[src/rtl/keypad_pin_collector.sv]
`default_nettype none
// ============================================================================
//  Module   : keypad_pin_collector
//  Purpose  : Collects BCD keypad digits into a fixed-length PIN word with
//             clear / backspace / enter editing, an inactivity timeout, and a
//             valid/ready hand-off of the finished PIN to the control unit.
//  Ports    : clk, rst          - clock, synchronous active-high reset
//             Enable            - control unit requests PIN entry (level)
//             Key_Valid/Key_Code- keystroke strobe and code (0-9, A clr,
//                                 B bksp, C enter, D-F ignored)
//             Pin_Ready         - control unit accepts the presented PIN
//             Pin_Valid         - PIN complete and held stable
//             Pin_Value         - collected PIN, first digit in MS nibble
//             Digit_Count       - digits currently entered
//             Entry_Active      - collection in progress
//             Timeout           - one-cycle pulse on inactivity abandon
//  Revision : 1.0 - initial release
// ============================================================================
module keypad_pin_collector #(
    parameter int DIGITS         = 4,
    parameter int PASSWORD_WIDTH = 4 * DIGITS,
    parameter int TIMEOUT_CYCLES = 1000,
    parameter int TIMEOUT_WIDTH  = $clog2(TIMEOUT_CYCLES + 1),
    parameter int COUNT_WIDTH    = $clog2(DIGITS + 1)
) (
    input  logic                      clk,
    input  logic                      rst,
    input  logic                      Enable,
    input  logic                      Key_Valid,
    input  logic [3:0]                Key_Code,
    input  logic                      Pin_Ready,
    output logic                      Pin_Valid,
    output logic [PASSWORD_WIDTH-1:0] Pin_Value,
    output logic [COUNT_WIDTH-1:0]    Digit_Count,
    output logic                      Entry_Active,
    output logic                      Timeout
);

    typedef enum logic [1:0] {
        ST_IDLE    = 2'd0,
        ST_COLLECT = 2'd1,
        ST_PRESENT = 2'd2
    } state_t;

    localparam logic [COUNT_WIDTH-1:0]   C_FULL      = COUNT_WIDTH'(DIGITS);
    // Counter value in the last idle cycle before expiry; the next idle cycle
    // would bring it to TIMEOUT_CYCLES, so the abandon is decided here.
    localparam logic [TIMEOUT_WIDTH-1:0] C_IDLE_LAST = TIMEOUT_WIDTH'(TIMEOUT_CYCLES - 1);

    state_t                    state_q, state_d;
    logic [PASSWORD_WIDTH-1:0] pin_q, pin_d;
    logic [COUNT_WIDTH-1:0]    count_q, count_d;
    logic [TIMEOUT_WIDTH-1:0]  idle_q, idle_d;
    logic                      timeout_q, timeout_d;
    logic                      valid_q, active_q;
    logic                      key_accepted;

    always_ff @(posedge clk) begin
        if (rst) begin
            state_q   <= ST_IDLE;
            pin_q     <= '0;
            count_q   <= '0;
            idle_q    <= '0;
            timeout_q <= 1'b0;
            valid_q   <= 1'b0;
            active_q  <= 1'b0;
        end else begin
            state_q   <= state_d;
            pin_q     <= pin_d;
            count_q   <= count_d;
            idle_q    <= idle_d;
            timeout_q <= timeout_d;
            // Status flags are registered copies of the next state so every
            // output comes straight from a flop.
            valid_q   <= (state_d == ST_PRESENT);
            active_q  <= (state_d == ST_COLLECT);
        end
    end

    always_comb begin
        state_d      = state_q;
        pin_d        = pin_q;
        count_d      = count_q;
        idle_d       = idle_q;
        timeout_d    = 1'b0;
        key_accepted = 1'b0;

        if (!Enable) begin
            state_d = ST_IDLE;
            pin_d   = '0;
            count_d = '0;
            idle_d  = '0;
        end else begin
            case (state_q)
                ST_IDLE: begin
                    state_d = ST_COLLECT;
                    pin_d   = '0;
                    count_d = '0;
                    idle_d  = '0;
                end

                ST_COLLECT: begin
                    if (Key_Valid) begin
                        if (Key_Code <= 4'd9) begin
                            if (count_q < C_FULL) begin
                                pin_d        = {pin_q[PASSWORD_WIDTH-5:0], Key_Code};
                                count_d      = count_q + COUNT_WIDTH'(1);
                                key_accepted = 1'b1;
                            end
                        end else if (Key_Code == 4'hA) begin
                            pin_d        = '0;
                            count_d      = '0;
                            key_accepted = 1'b1;
                        end else if (Key_Code == 4'hB) begin
                            if (count_q != '0) begin
                                pin_d        = pin_q >> 4;
                                count_d      = count_q - COUNT_WIDTH'(1);
                                key_accepted = 1'b1;
                            end
                        end else if (Key_Code == 4'hC) begin
                            if (count_q == C_FULL) begin
                                state_d      = ST_PRESENT;
                                key_accepted = 1'b1;
                            end
                        end
                    end

                    // An accepted key wins over an expiring timer.
                    if (key_accepted) begin
                        idle_d = '0;
                    end else if (idle_q == C_IDLE_LAST) begin
                        timeout_d = 1'b1;
                        state_d   = ST_IDLE;
                        pin_d     = '0;
                        count_d   = '0;
                        idle_d    = '0;
                    end else begin
                        idle_d = idle_q + TIMEOUT_WIDTH'(1);
                    end
                end

                ST_PRESENT: begin
                    if (Pin_Ready) begin
                        state_d = ST_IDLE;
                        pin_d   = '0;
                        count_d = '0;
                        idle_d  = '0;
                    end
                end

                default: begin
                    state_d = ST_IDLE;
                    pin_d   = '0;
                    count_d = '0;
                    idle_d  = '0;
                end
            endcase
        end
    end

    assign Pin_Valid    = valid_q;
    assign Pin_Value    = pin_q;
    assign Digit_Count  = count_q;
    assign Entry_Active = active_q;
    assign Timeout      = timeout_q;

endmodule
`default_nettype wire
[config.mk]
export PLATFORM = sky130hd
export DESIGN_NAME = keypad_pin_collector
export DESIGN_NICKNAME = d
export VERILOG_FILES = /design/src/rtl/keypad_pin_collector.sv
export SDC_FILE = /design/constraint.sdc
export NUM_CORES = 1
export LEC_CHECK = 0
export ABC_AREA = 1
export BUFFER_PORTS_ARGS = -buffer_cell sky130_fd_sc_hd__clkbuf_2
export CORE_ASPECT_RATIO = 1.4
export CORE_MARGIN = 2
export CORE_UTILIZATION = 57
export DETAILED_ROUTE_END_ITERATION = 8
export PLACE_DENSITY = 0.8
export SLEW_MARGIN = 30
export SYNTH_ARGS = -nofsm -noshare
export SYNTH_HDL_FRONTEND = slang
export SYNTH_SLANG_ARGS = --single-unit
[constraint.sdc]
create_clock -name clk -period 2.2 [get_ports clk]
set_clock_uncertainty 0.15 [all_clocks]
set_input_delay 0.33 -clock clk [delete_from_list [all_inputs] [get_ports clk]]
set_output_delay 0.33 -clock clk [all_outputs]
set_load 0.005 [all_outputs]
==> reports/qor.csv, run 1 <==
stage;metric;value;unit
layout;layout cell share with drive strength beyond 1;0.171;
synthesis;cell accounting for the most synthesized area;dfxtp_1;
job;# Max-Cap Violations;0;
layout;fill count;341;
synthesis;Avg Synthesized Cell Area;6.32;µm²
placement;RePlAce Congestion;0.870;
clock_network;number of hold buffers added after CTS;0;
worst_setup_path;Critical Path RT;2260;ps
synthesis;YS warnings;0;
worst_setup_path;Worst path max stage delay;390;ps
synthesis;sequential fraction of the synthesis area;0.322;
pwr;leakage power figure;1.07;nW
timing;slew margin rel.;0.692;
worst_hold_path;Hold Path Cell Cnt;2;
placement;cell count after placement;398;
timing;fin crit period;1960;ps
layout;ant diodes;0;
worst_hold_path;Hold Path Class;in -> reg;
route;antenna-violating nets left;0;
run_status;status;finished clean;
global_routing;grt total ovfl;0;
clock_network;CTS tree;done;
synthesis;commonest cells in the synthesized netlist;105 x nand2_1, 51 x nand3_1, 34 x dfxtp_1;
timing;final worst-path cycle share;0.890;
worst_setup_path;critical path arrival;2020;ps
route;Initial DRT Pass Iterations;4;
synthesis;largest cells by area after synthesis;dfxtp_1 32%, nand2_1 19%, nand3_1 12%, a21oi_1 6.9%, inv_1 5.5%;
synthesis;post-synth design cell area;2120;µm²
timing;Fin. Hold Viols;0;
worst_setup_path;crit-path max FO;15;
clock_network;Clock Latency Late Sink;280;ps
worst_setup_path;Critical Path Source Type;register;
synthesis;post-synth cell types;27;
layout;Final #Nets;376;
synthesis;count leader, synth;nand2_1;
global_routing;met1 Usage GRT;0.299;
clock_network;Root Driver;clkbuf_8;
route;# DRC;0;
global_routing;vias in the first global route;2006;
placement;DP HPWL;3680;µm
die;IO Pins;31;
timing;RSZ-0062 raised after global routing;false;
timing;Final Max Tran Viols;0;
global_routing;Top Usage Layer GRT;met2;
synthesis;share of flip-flops with an asynchronous set or reset;0;
clock_network;CTS Buffer Depth;2;
worst_setup_path;CP Class;reg -> reg;
global_routing;initial antenna violation count;0;
worst_setup_path;Crit-path slowest cell;dfxtp_1;
worst_setup_path;worst reg2reg path endpoint;Pin_Value[2];
layout;Layout Cells excl Fill;404;
synthesis;Post-Syn Nets;348;
pwr;Peak supply drop;0.000580;V
timing;Final Setup Violations;0;
timing;total negative slack;0;ps
global_routing;pin count of the biggest net entering global routing;24;
route;1st-iter DRT viols;219;
synthesis;#FFs+latches synth;34;
route;Vias/cell;5.63;
worst_hold_path;min-delay src;rst;
global_routing;met2 Use GR;0.451;
die;Core Area;3610;µm²
die;Initial Util;0.586;
synthesis;Synth Flop Type;dfxtp_1;
clock_network;CTS H-tree lvls;2;
clock_network;Clock transition at path regs;60;ps
route;final WL;5170;µm
clock_network;clk sink count;34;
global_routing;first-pass GRT wire length;8850;µm
worst_setup_path;CP Buf/Inv Count;2;
worst_setup_path;crit end category;register;
global_routing;Global Route Usage Sum;0.255;
layout;Final Util;0.663;
route;wire per inst;12.8;µm
clock_network;number of CTS-inserted buffers;5;
die;Die Height;76.1;µm
synthesis;EDFF count, synth;0;
worst_setup_path;R2R Path Start;Digit_Count[0];
worst_setup_path;reg2reg setup slack;240;ps
worst_setup_path;CP cell instances;inv_1 -> ha_1 -> nand2_2 -> nand3_2 -> nand2_1 -> nand2_2 -> nand3_2 -> buf_4 -> nand3_1 -> a21oi_1;
worst_setup_path;R2R cell count;10;
synthesis;share of the synthesized area in the top cell type;0.322;
die;die area;4220;µm²
placement;port bufs;30;
route;vias;2273;
worst_setup_path;crit-path leading delay family;simple AND/OR/NAND/NOR gates;
layout;area grow syn2layout;13.1;%
synthesis;cells after synthesis;335;
pwr;Power Density;497;nW/µm²
clock_network;CTS resizes;0;
worst_hold_path;Hold Path End;Entry_Active;
timing;Slew @ Worst Pin;461;ps
die;cell row count;26;
timing;f_max;511;MHz
die;DIE WIDTH;55.5;µm
clock_network;Post-CTS Setup Bufs;0;
global_routing;met3 Use GR;0.0374;
[metrics by stage]
| stage | cell area [µm²] | setup WS, ps | hold slack, ps | total power [mW] |
|---|---|---|---|---|
| 2_1_floorplan | 2120 | 461 | 252 | 0.718 |
| 3_5_place_dp | 2310 | 260 | 327 | 0.753 |
| 3_3_place_gp | 2310 | 358 | 326 | 0.751 |
| 4_1_cts | 2390 | 238 | 75.1 | 1.20 |
| 5_1_grt | 2390 | 23.4 | 93.6 | 1.24 |
| 6_report | 2390 | 241 | 79.2 | 1.19 |
[worst max-delay path by stage]
stage / startpoint / end / slack (ps) / depth (start not counted)
5_1_grt: Digit_Count[0] / Pin_Value[2] / 20 / 10
2_1_floorplan: Digit_Count[0] / Digit_Count[0] / 460 / 12
4_1_cts: Digit_Count[0] / Pin_Value[2] / 240 / 10
3_3_place_gp: Digit_Count[0] / Pin_Value[6] / 360 / 10
6_report: Digit_Count[0] / Pin_Value[2] / 240 / 10
3_5_place_dp: Digit_Count[0] / Pin_Value[2] / 260 / 10
[final cells by class]
class                      instances  area [µm²]  area share
multi-input combinational        250        1220       0.509
sequential                        34         681       0.285
timing repair buffer              40         238      0.0994
inverter                          32         120      0.0502
clock buffer                       6        82.6      0.0345
tap                               42        52.6      0.0220
[cell families (layout without fill, tap and decap cells)]
| logic type | count (synthesis) | count (layout) | synth area share |
|---|---|---|---|
| buffers and inverters | 51 | 78 | 0.105 |
| AOI/OAI and AO/OA | 40 | 40 | 0.0982 |
| adders and majority gates | 4 | 4 | 0.0237 |
| and+or+nand+nor | 206 | 206 | 0.452 |
| DFF | 34 | 34 | 0.322 |
[routing by layer]
metal | vias up | wire, µm
li1 | 1151 | -
met1 | 1037 | 2150
met2 | 71 | 2670
met3 | 14 | 223
met4 | 0 | 127
met5 | - | 0
[sequential cells by signal, indices dropped and copies added (netlist names)]
name	count
Pin_Value	16
Entry_Active	1
idle_q	10
Timeout	1
Pin_Valid	1
state_q	2
Digit_Count	3
[where the power goes]
group,internal [mW],total (mW),switching (mW)
registers,0.619,0.623,0.00341
logic,0.0366,0.118,0.0811
clock network,0.241,0.448,0.207
[cells in the final DEF, fill, tap and decap left out, drive strengths merged]
| master | n |
|---|---|
| a21oi | 29 |
| buf | 10 |
| clkbuf | 36 |
| dfxtp | 34 |
| ha | 4 |
| inv | 32 |
| nand2 | 109 |
| nand3 | 53 |
| nand3b | 2 |
| nand4 | 14 |
| nor2 | 20 |
| nor3 | 5 |
| o21a | 3 |
| o21ai | 8 |
| or2 | 3 |
Note: power is estimated with default switching activity, not from simulation.
==> inputs of run 2 (changes only) <==
--- a/config.mk
+++ b/config.mk
@@ -10,6 +10,7 @@
 export CORE_ASPECT_RATIO = 1.4
 export CORE_MARGIN = 2
 export CORE_UTILIZATION = 57
+export CTS_BUF_LIST = sky130_fd_sc_hd__clkbuf_16
 export DETAILED_ROUTE_END_ITERATION = 8
 export PLACE_DENSITY = 0.8
 export SLEW_MARGIN = 30
==> reports/qor.csv, run 2 (same netlist as run 1, synthesis figures left out) <==
stage;metric;value;unit;change
die;Die Height;76.1;µm;unchanged
clock_network;CTS Buffer Depth;2;;unchanged
die;Core Area;3610;µm²;unchanged
timing;Final Setup Violations;0;;unchanged
worst_setup_path;Critical Path RT;2260;ps;about the same
die;die area;4220;µm²;unchanged
global_routing;first-pass GRT wire length;9040;µm;+2.1%
route;Initial DRT Pass Iterations;4;;unchanged
placement;port bufs;30;;unchanged
route;wire per inst;13.0;µm;+1.6%
global_routing;initial antenna violation count;0;;unchanged
die;Initial Util;0.586;;unchanged
timing;worst hold margin;89.8;ps;+10.6 ps
layout;max FFs per register;16;;unchanged
timing;Fin. Hold Viols;0;;unchanged
layout;most frequent cells in the layout;105 x nand2_1, 51 x nand3_1, 34 x dfxtp_1;;
worst_setup_path;CP Class;reg -> reg;;
clock_network;Post-CTS Setup Bufs;0;;unchanged
global_routing;grt total ovfl;0;;unchanged
clock_network;Clock transition at path regs;50;ps;about the same
global_routing;met3 Use GR;0.0543;;+0.0170
layout;ant diodes;0;;unchanged
global_routing;vias in the first global route;2064;;+2.9%
layout;fill count;339;;-0.59%
die;DIE WIDTH;55.5;µm;unchanged
global_routing;Top Usage Layer GRT;met2;;
timing;Final Max Tran Viols;0;;unchanged
timing;Slew @ Worst Pin;467;ps;+6.23 ps
placement;DP HPWL;3680;µm;unchanged
route;antenna-violating nets left;0;;unchanged
timing;RSZ-0062 raised after global routing;false;;
placement;RePlAce Congestion;0.870;;unchanged
timing;f_max;511;MHz;about the same
layout;commonest non-fill, non-tap cell in the layout;nand2_1;;
timing;fin crit period;1960;ps;-1.63 ps
layout;area grow syn2layout;15.3;%;
worst_setup_path;critical path arrival;2010;ps;about the same
global_routing;met2 Use GR;0.458;;+0.00714
global_routing;met1 Usage GRT;0.299;;unchanged
route;1st-iter DRT viols;225;;+2.7%
clock_network;number of CTS-inserted buffers;5;;unchanged
placement;dpl cell area;2310;µm²;unchanged
clock_network;Root Driver;clkbuf_16;;
worst_setup_path;crit end category;register;;
timing;final worst-path cycle share;0.890;;about the same
global_routing;pin count of the biggest net entering global routing;24;;unchanged
worst_setup_path;crit-path max FO;15;;unchanged
clock_network;CTS tree;done;;
pwr;Power Density;564;nW/µm²;+14%
worst_hold_path;Hold Path Class;in -> reg;;
die;IO Pins;31;;unchanged
clock_network;CTS H-tree lvls;2;;unchanged
clock_network;Clock Latency Late Sink;280;ps;about the same
clock_network;CTS resizes;0;;unchanged
timing;total negative slack;0;ps;unchanged
layout;register area;681;µm²;unchanged
layout;post-route cell area;2440;µm²;+1.9%
layout;area of the multi-input gates;1220;µm²;unchanged
layout;Final #Nets;376;;unchanged
route;# DRC;0;;unchanged
layout;layout cell share with drive strength beyond 1;0.169;;-0.00276
route;final WL;5260;µm;+1.6%
route;Vias/cell;5.54;;-1.6%
pwr;Peak supply drop;0.000588;V;+1.5%
job;# Max-Cap Violations;0;;unchanged
timing;slew margin rel.;0.688;;-0.00416
pwr;leakage power figure;1.09;nW;+1.9%
clock_network;clk sink count;34;;unchanged
die;cell row count;26;;unchanged
run_status;status;finished clean;;
worst_setup_path;Critical Path Source Type;register;;
clock_network;number of hold buffers added after CTS;0;;unchanged
route;vias;2237;;-1.6%
global_routing;Global Route Usage Sum;0.263;;+0.00771
-- run 2: cell count changes in the layout (fill, tap and decap cells not counted), sizes merged --
| cell | change |
|---|---|
| clkbuf | -1 |
| clkinv | +1 |
-- run 2: worst max-delay path: stages (launching register included) --
cell and delay [ps]:
dfxtp_1 380, inv_1 90, ha_1 230, nand2_2 90, nand3_2 90, nand2_1 90, nand2_2 130, nand3_2 150
buf_4 240, nand3_1 100, a21oi_1 140
-- run 2: where the power goes --
part	leakage [nW]	switching [mW]	internal, mW
Clock	0.0632	0.232	0.401
Sequential	0.274	0.00340	0.621
Combinational	0.749	0.0810	0.0366
Total	1.09	0.317	1.06
-- run 2: path summary, 6_finish.rpt --
path	from	to	slack [ps]	depth (start not counted)
worst max-delay path	Digit_Count[0]	Pin_Value[2]	240	10
worst min-delay path	rst	Entry_Active	90	2
worst max register to register	Digit_Count[0]	Pin_Value[2]	240	10
worst min register to register	idle_q[9]	idle_q[9]	340	2
-- run 2: final cells by class --
class / count / area share
Sequential cell: 34 / 0.279
Clock buffer: 5 / 0.0513
Clock inverter: 1 / 0.00154
Multi-Input combinational cell: 250 / 0.500
Timing Repair Buffer: 40 / 0.0975
Inverter: 32 / 0.0493
Tap cell: 42 / 0.0215
-- run 2: layer usage --
layer	routed length [µm]	share of wire
met5	0	0
met4	87	0.017
met3	149	0.028
met2	2810	0.53
met1	2210	0.42
-- run 2: metrics by stage --
stage	instances	utilization	setup slack [ps]	total power, mW
after global routing	404	0.675	23.0	1.43
after CTS	404	0.675	241	1.39
after global placement	398	0.640	358	0.751
after detailed placement	398	0.640	260	0.753
final	404	0.675	243	1.37
after floorplan	335	-	461	0.718
